## src/rtl/bus_mux_keeper.sv

```systemverilog
// Shared datapath bus multiplexer with a flop-based keeper.
// Sources are selected by per-source out-enables. Index 0 has the highest priority.
// When no source drives the bus, the last driven value is held.
// Multi-driver cycles are flagged with a sticky bit and counted in a saturating counter.
module bus_mux_keeper #(
  parameter int WIDTH         = 32,
  parameter int NUM_SRC       = 24,
  parameter int PRIORITY_MODE = 1,
  parameter int CNT_W         = 8,
  parameter int IDX_W         = $clog2(NUM_SRC)
) (
  input  logic                     clock,
  input  logic                     clear_n,
  input  logic [NUM_SRC*WIDTH-1:0] src_data,
  input  logic [NUM_SRC-1:0]       src_sel,
  input  logic                     err_clr,
  output logic [WIDTH-1:0]         bus_out,
  output logic                     bus_driven,
  output logic [IDX_W-1:0]         last_src,
  output logic                     contention,
  output logic [CNT_W-1:0]         contention_cnt
);

  logic [WIDTH-1:0] keeper;
  logic [WIDTH-1:0] win_data;
  logic [IDX_W-1:0] win;
  logic             any_sel;
  logic             multi_sel;

  // Priority decode: the lowest enabled index wins; note whether a second enable is present.
  always_comb begin
    win       = '0;
    win_data  = '0;
    any_sel   = 1'b0;
    multi_sel = 1'b0;
    for (int i = 0; i < NUM_SRC; i++) begin
      if (src_sel[i]) begin
        if (!any_sel) begin
          any_sel  = 1'b1;
          win      = IDX_W'(i);
          win_data = src_data[i*WIDTH +: WIDTH];
        end else begin
          multi_sel = 1'b1;
        end
      end
    end
  end

  // Bus value. In non-priority mode a multi-select cycle falls back to the kept value.
  always_comb begin
    bus_driven = any_sel && ((PRIORITY_MODE != 0) || !multi_sel);
    bus_out    = bus_driven ? win_data : keeper;
  end

  // Keeper and trace index. Both follow the bus only in cycles where a source actually drives it.
  always_ff @(posedge clock or negedge clear_n) begin
    if (!clear_n) begin
      keeper   <= '0;
      last_src <= '0;
    end else if (bus_driven) begin
      keeper   <= bus_out;
      last_src <= win;
    end
  end

  // Contention tracking. A clear wins over a same-cycle event, and that event is dropped.
  always_ff @(posedge clock or negedge clear_n) begin
    if (!clear_n) begin
      contention     <= 1'b0;
      contention_cnt <= '0;
    end else if (err_clr) begin
      contention     <= 1'b0;
      contention_cnt <= '0;
    end else if (multi_sel) begin
      contention <= 1'b1;
      if (contention_cnt != {CNT_W{1'b1}})
        contention_cnt <= contention_cnt + CNT_W'(1);
    end
  end

endmodule

```

## config.mk

```make
export PLATFORM = sky130hd
export DESIGN_NAME = bus_mux_keeper
export DESIGN_NICKNAME = d
export VERILOG_FILES = /design/src/rtl/bus_mux_keeper.sv
export SDC_FILE = /design/constraint.sdc
export NUM_CORES = 1
export LEC_CHECK = 0
export CAP_MARGIN = 0
export CORE_AREA = 4 4 324 326
export CTS_BUF_LIST = sky130_fd_sc_hd__clkbuf_8
export DETAILED_ROUTE_END_ITERATION = 10
export DIE_AREA = 0 0 328 330
export DONT_BUFFER_PORTS = 1
export GPL_ROUTABILITY_DRIVEN = 0
export SKIP_LAST_GASP = 1
export SYNTH_ARGS = -nofsm -noshare
export SYNTH_HDL_FRONTEND = slang
export SYNTH_SLANG_ARGS = --single-unit
```

## constraint.sdc

```tcl
create_clock -name clock -period 3.39 [get_ports clock]
set_clock_uncertainty 0.1 [all_clocks]
set_input_delay 0.5085 -clock clock [delete_from_list [all_inputs] [get_ports clock]]
set_output_delay 0.5085 -clock clock [all_outputs]
set_load 0.02 [all_outputs]
```

==> flow_summary.json <==
{
  "outcome": "finished with violations",
  "failed_checks": "setup timing",
  "postSynthCellCount": 1542,
  "yosysMostFrequentCell": "nand2_1",
  "ys_ff_latch": 46,
  "regArea_mm2": 0.001151,
  "grt_pass1_vias": 15347,
  "synth_top_family_by_area": "compound AO/OA/AOI/OAI gates",
  "r2r-end": "keeper[3]$_DFFE_PN0N_",
  "first_pass_iters": 8,
  "port_buffers": 0,
  "io_pins": 842,
  "gr-usage-all-layers_pct": 21.65,
  "setup_viol": 32,
  "antenna_found_initial": 73,
  "synthMuxAreaShare_pct": 5.936,
  "cts_tree": "built",
  "finalCritPeriodShare_pct": 110.6,
  "ir_worst_vdd_uv": 128.1,
  "start_kind": "primary input",
  "synth_top_area_share_pct": 11.69,
  "setup_ws_ps": -360.6,
  "synth_edf_count": 0,
  "fmax_mhz": 266.6,
  "worstMarginPinSlew_ps": 1062,
  "cap_viol_max_count": 0,
  "crit_type": "primary input to output pin",
  "grt_overflow": 0,
  "ant_nets": 0,
  "netlist_top_cells_area": "dfrtp_1 (12%), a21oi_1 (10%), nand2_1 (8.1%), o21ai_0 (5.4%), mux2i_1 (5.3%)",
  "synth_compound_area_share_pct": 46.32,
  "r2r_start": "keeper[3]$_DFFE_PN0N_",
  "reg2reg_slack_ps": 860,
  "hold_path_startpoint": "err_clr",
  "ys_types": 77,
  "dieArea_mm2": 0.1082,
  "grt_max_degree": 69,
  "worstRegToRegCells": 8,
  "rsz0062_at_grt": "true",
  "wl_per_cell_um": 38.97,
  "drt_wl_total_um": 126000,
  "finalInstanceArea_mm2": 0.01706,
  "maxSlewHeadroom_pct": 28.30,
  "die-width_um": 328,
  "syn_nets": 2338,
  "drtIter0Drc": 1806,
  "via_per_inst": 4.976,
  "hp-class": "primary input to flop",
  "ys_seq_area_share_pct": 11.69,
  "cts_max_level": 2,
  "initial_utilization_pct": 9.675,
  "syn_area_mm2": 0.009843,
  "clk_pin_slew_worst_paths_ps": 130,
  "vias": 16086,
  "cts_buffers": 5,
  "synth_fa_ha_area_share_pct": 0.3432,
  "synthTopCellsByCount": "nand2_1 (213), a21oi_1 (202), clkbuf_1 (138)",
  "place_hpwl_um": 108400,
  "power_mw": 2.332,
  "clk_path_buf_depth": 2,
  "rows": 117,
  "leakagePower_nw": 6.286,
  "place_area_mm2": 0.01437,
  "synth-main-ff-cell": "dfrtp_1",
  "clk_latency_ps": 370,
  "hold_depth": 1,
  "fp.dieH_um": 330,
  "min_to": "contention_cnt[7]$_DFFE_PN0P_",
  "drive_gt1_share_pct": 37.25,
  "critPathArrivalTime_ps": 3140,
  "synth_xor_area_share_pct": 0,
  "drc": 0,
  "areaGrowthSynthToFinish_pct": 73.34,
  "grt_pass1_wl_um": 156500,
  "nFillCells": 11482,
  "ys_warn_count": 0,
  "multiInputGateArea_mm2": 0.009658,
  "core-area_mm2": 0.1017,
  "cts.sinks": 46,
  "final_nets": 2615,
  "fin_crit_ps": 3751,
  "yosys.area.top_type": "dfrtp_1",
  "end_kind": "output pin",
  "maxSlewViolCount": 0,
  "worstPathMaxFanout": 62,
  "synth_simple_gate_area_share_pct": 28.27,
  "syn_area_per_cell_um2": 6.383,
  "async_flop_share_pct": 100.0,
  "required_ps": 2780,
  "hold_violations": 0,
  "critPathLaunch": "src_sel[1]",
  "power_density_mw_per_mm2": 136.7,
  "root_buffer": "clkbuf_8"
}
## how the worst max path moves through the flow
stage,end,slack [ps],cells past startpoint
after detailed placement,bus_out[14],-960,10
after floorplan,bus_out[17],-30,11
final,bus_out[9],-360,10
after global placement,bus_out[14],-980,10
after CTS,bus_out[25],-300,13
after global routing,bus_out[28],-370,14
## where the power goes
| part | switching (mW) | leakage [nW] | internal (mW) |
|---|---|---|---|
| clock network | 0.281 | 0.0496 | 0.145 |
| registers | 0.0354 | 0.568 | 0.594 |
| logic | 0.718 | 5.67 | 0.559 |
| total | 1.04 | 6.29 | 1.30 |
## cell families after synthesis
family	count (synthesis)
adders and majority gates	3
buffers and inverters	189
DFF	46
AOI/OAI and AO/OA	678
muxes	57
and+or+nand+nor	569
## final cells by class
| cell class | count | share of cell area, % |
|---|---|---|
| Timing Repair Buffer | 430 | 24.81 |
| Antenna cell | 45 | 0.6600 |
| Clock inverter | 3 | 0.1027 |
| Inverter | 29 | 0.6380 |
| Multi-Input combinational cell | 1307 | 56.60 |
| Tap cell | 1368 | 10.03 |
| Sequential cell | 46 | 6.746 |
| Clock buffer | 5 | 0.4033 |
## routing by layer
metal	track usage [%]	routed length (um)
met1	25.44	49040
met2	33.77	54600
met3	12.28	17380
met4	5.868	4646
met5	0	333
## registers in the layout, summed over array words and instances (netlist names)
name and flops:
contention 1, keeper 32, last_src 5, contention_cnt 8
## layout by cell type, fill, tap and decap left out, types with 45 or more instances in the layout
master / count
dfrtp_1: 46
mux2i_1: 52
nor2_1: 112
diode_2: 45
buf_6: 60
a21oi_1: 152
o21ai_0: 83
buf_12: 47
nand2_1: 207
buf_4: 306
## metrics by stage
stage	worst slack, ps	utilization, %	cells	hold slack (ps)	setup TNS (ps)
floorplan	-26.79	-	1542	112.9	-53.00
global placement	-976.8	14.13	3103	116.0	-21920
detailed placement	-962.9	14.13	3103	117.1	-20390
CTS	-295.3	15.83	3154	51.57	-6379
global route	-371.1	16.70	3205	68.02	-8663
finish	-360.6	16.77	3233	89.18	-6997
## repair_timing
action / 4_1_cts / 5_1_grt
pin swaps: 110 / 75
buffers inserted: 63 / 41
resized for setup: 271 / 115
setup endpoints to repair: 36 / 33
hold endpoints to repair: 46 / 0
hold buffers: 2 / 0
gates cloned: 3 / 1
## critical path, cell delays in order
cell and delay [ps]:
or4_1 600, nor4_2 300, buf_4 270, buf_4 190, a221oi_1 80, o21ai_1 180, nand4_1 340, a21oi_2 340
o22ai_2 140, buf_6 150
Note: power is estimated with default switching activity, not from simulation.
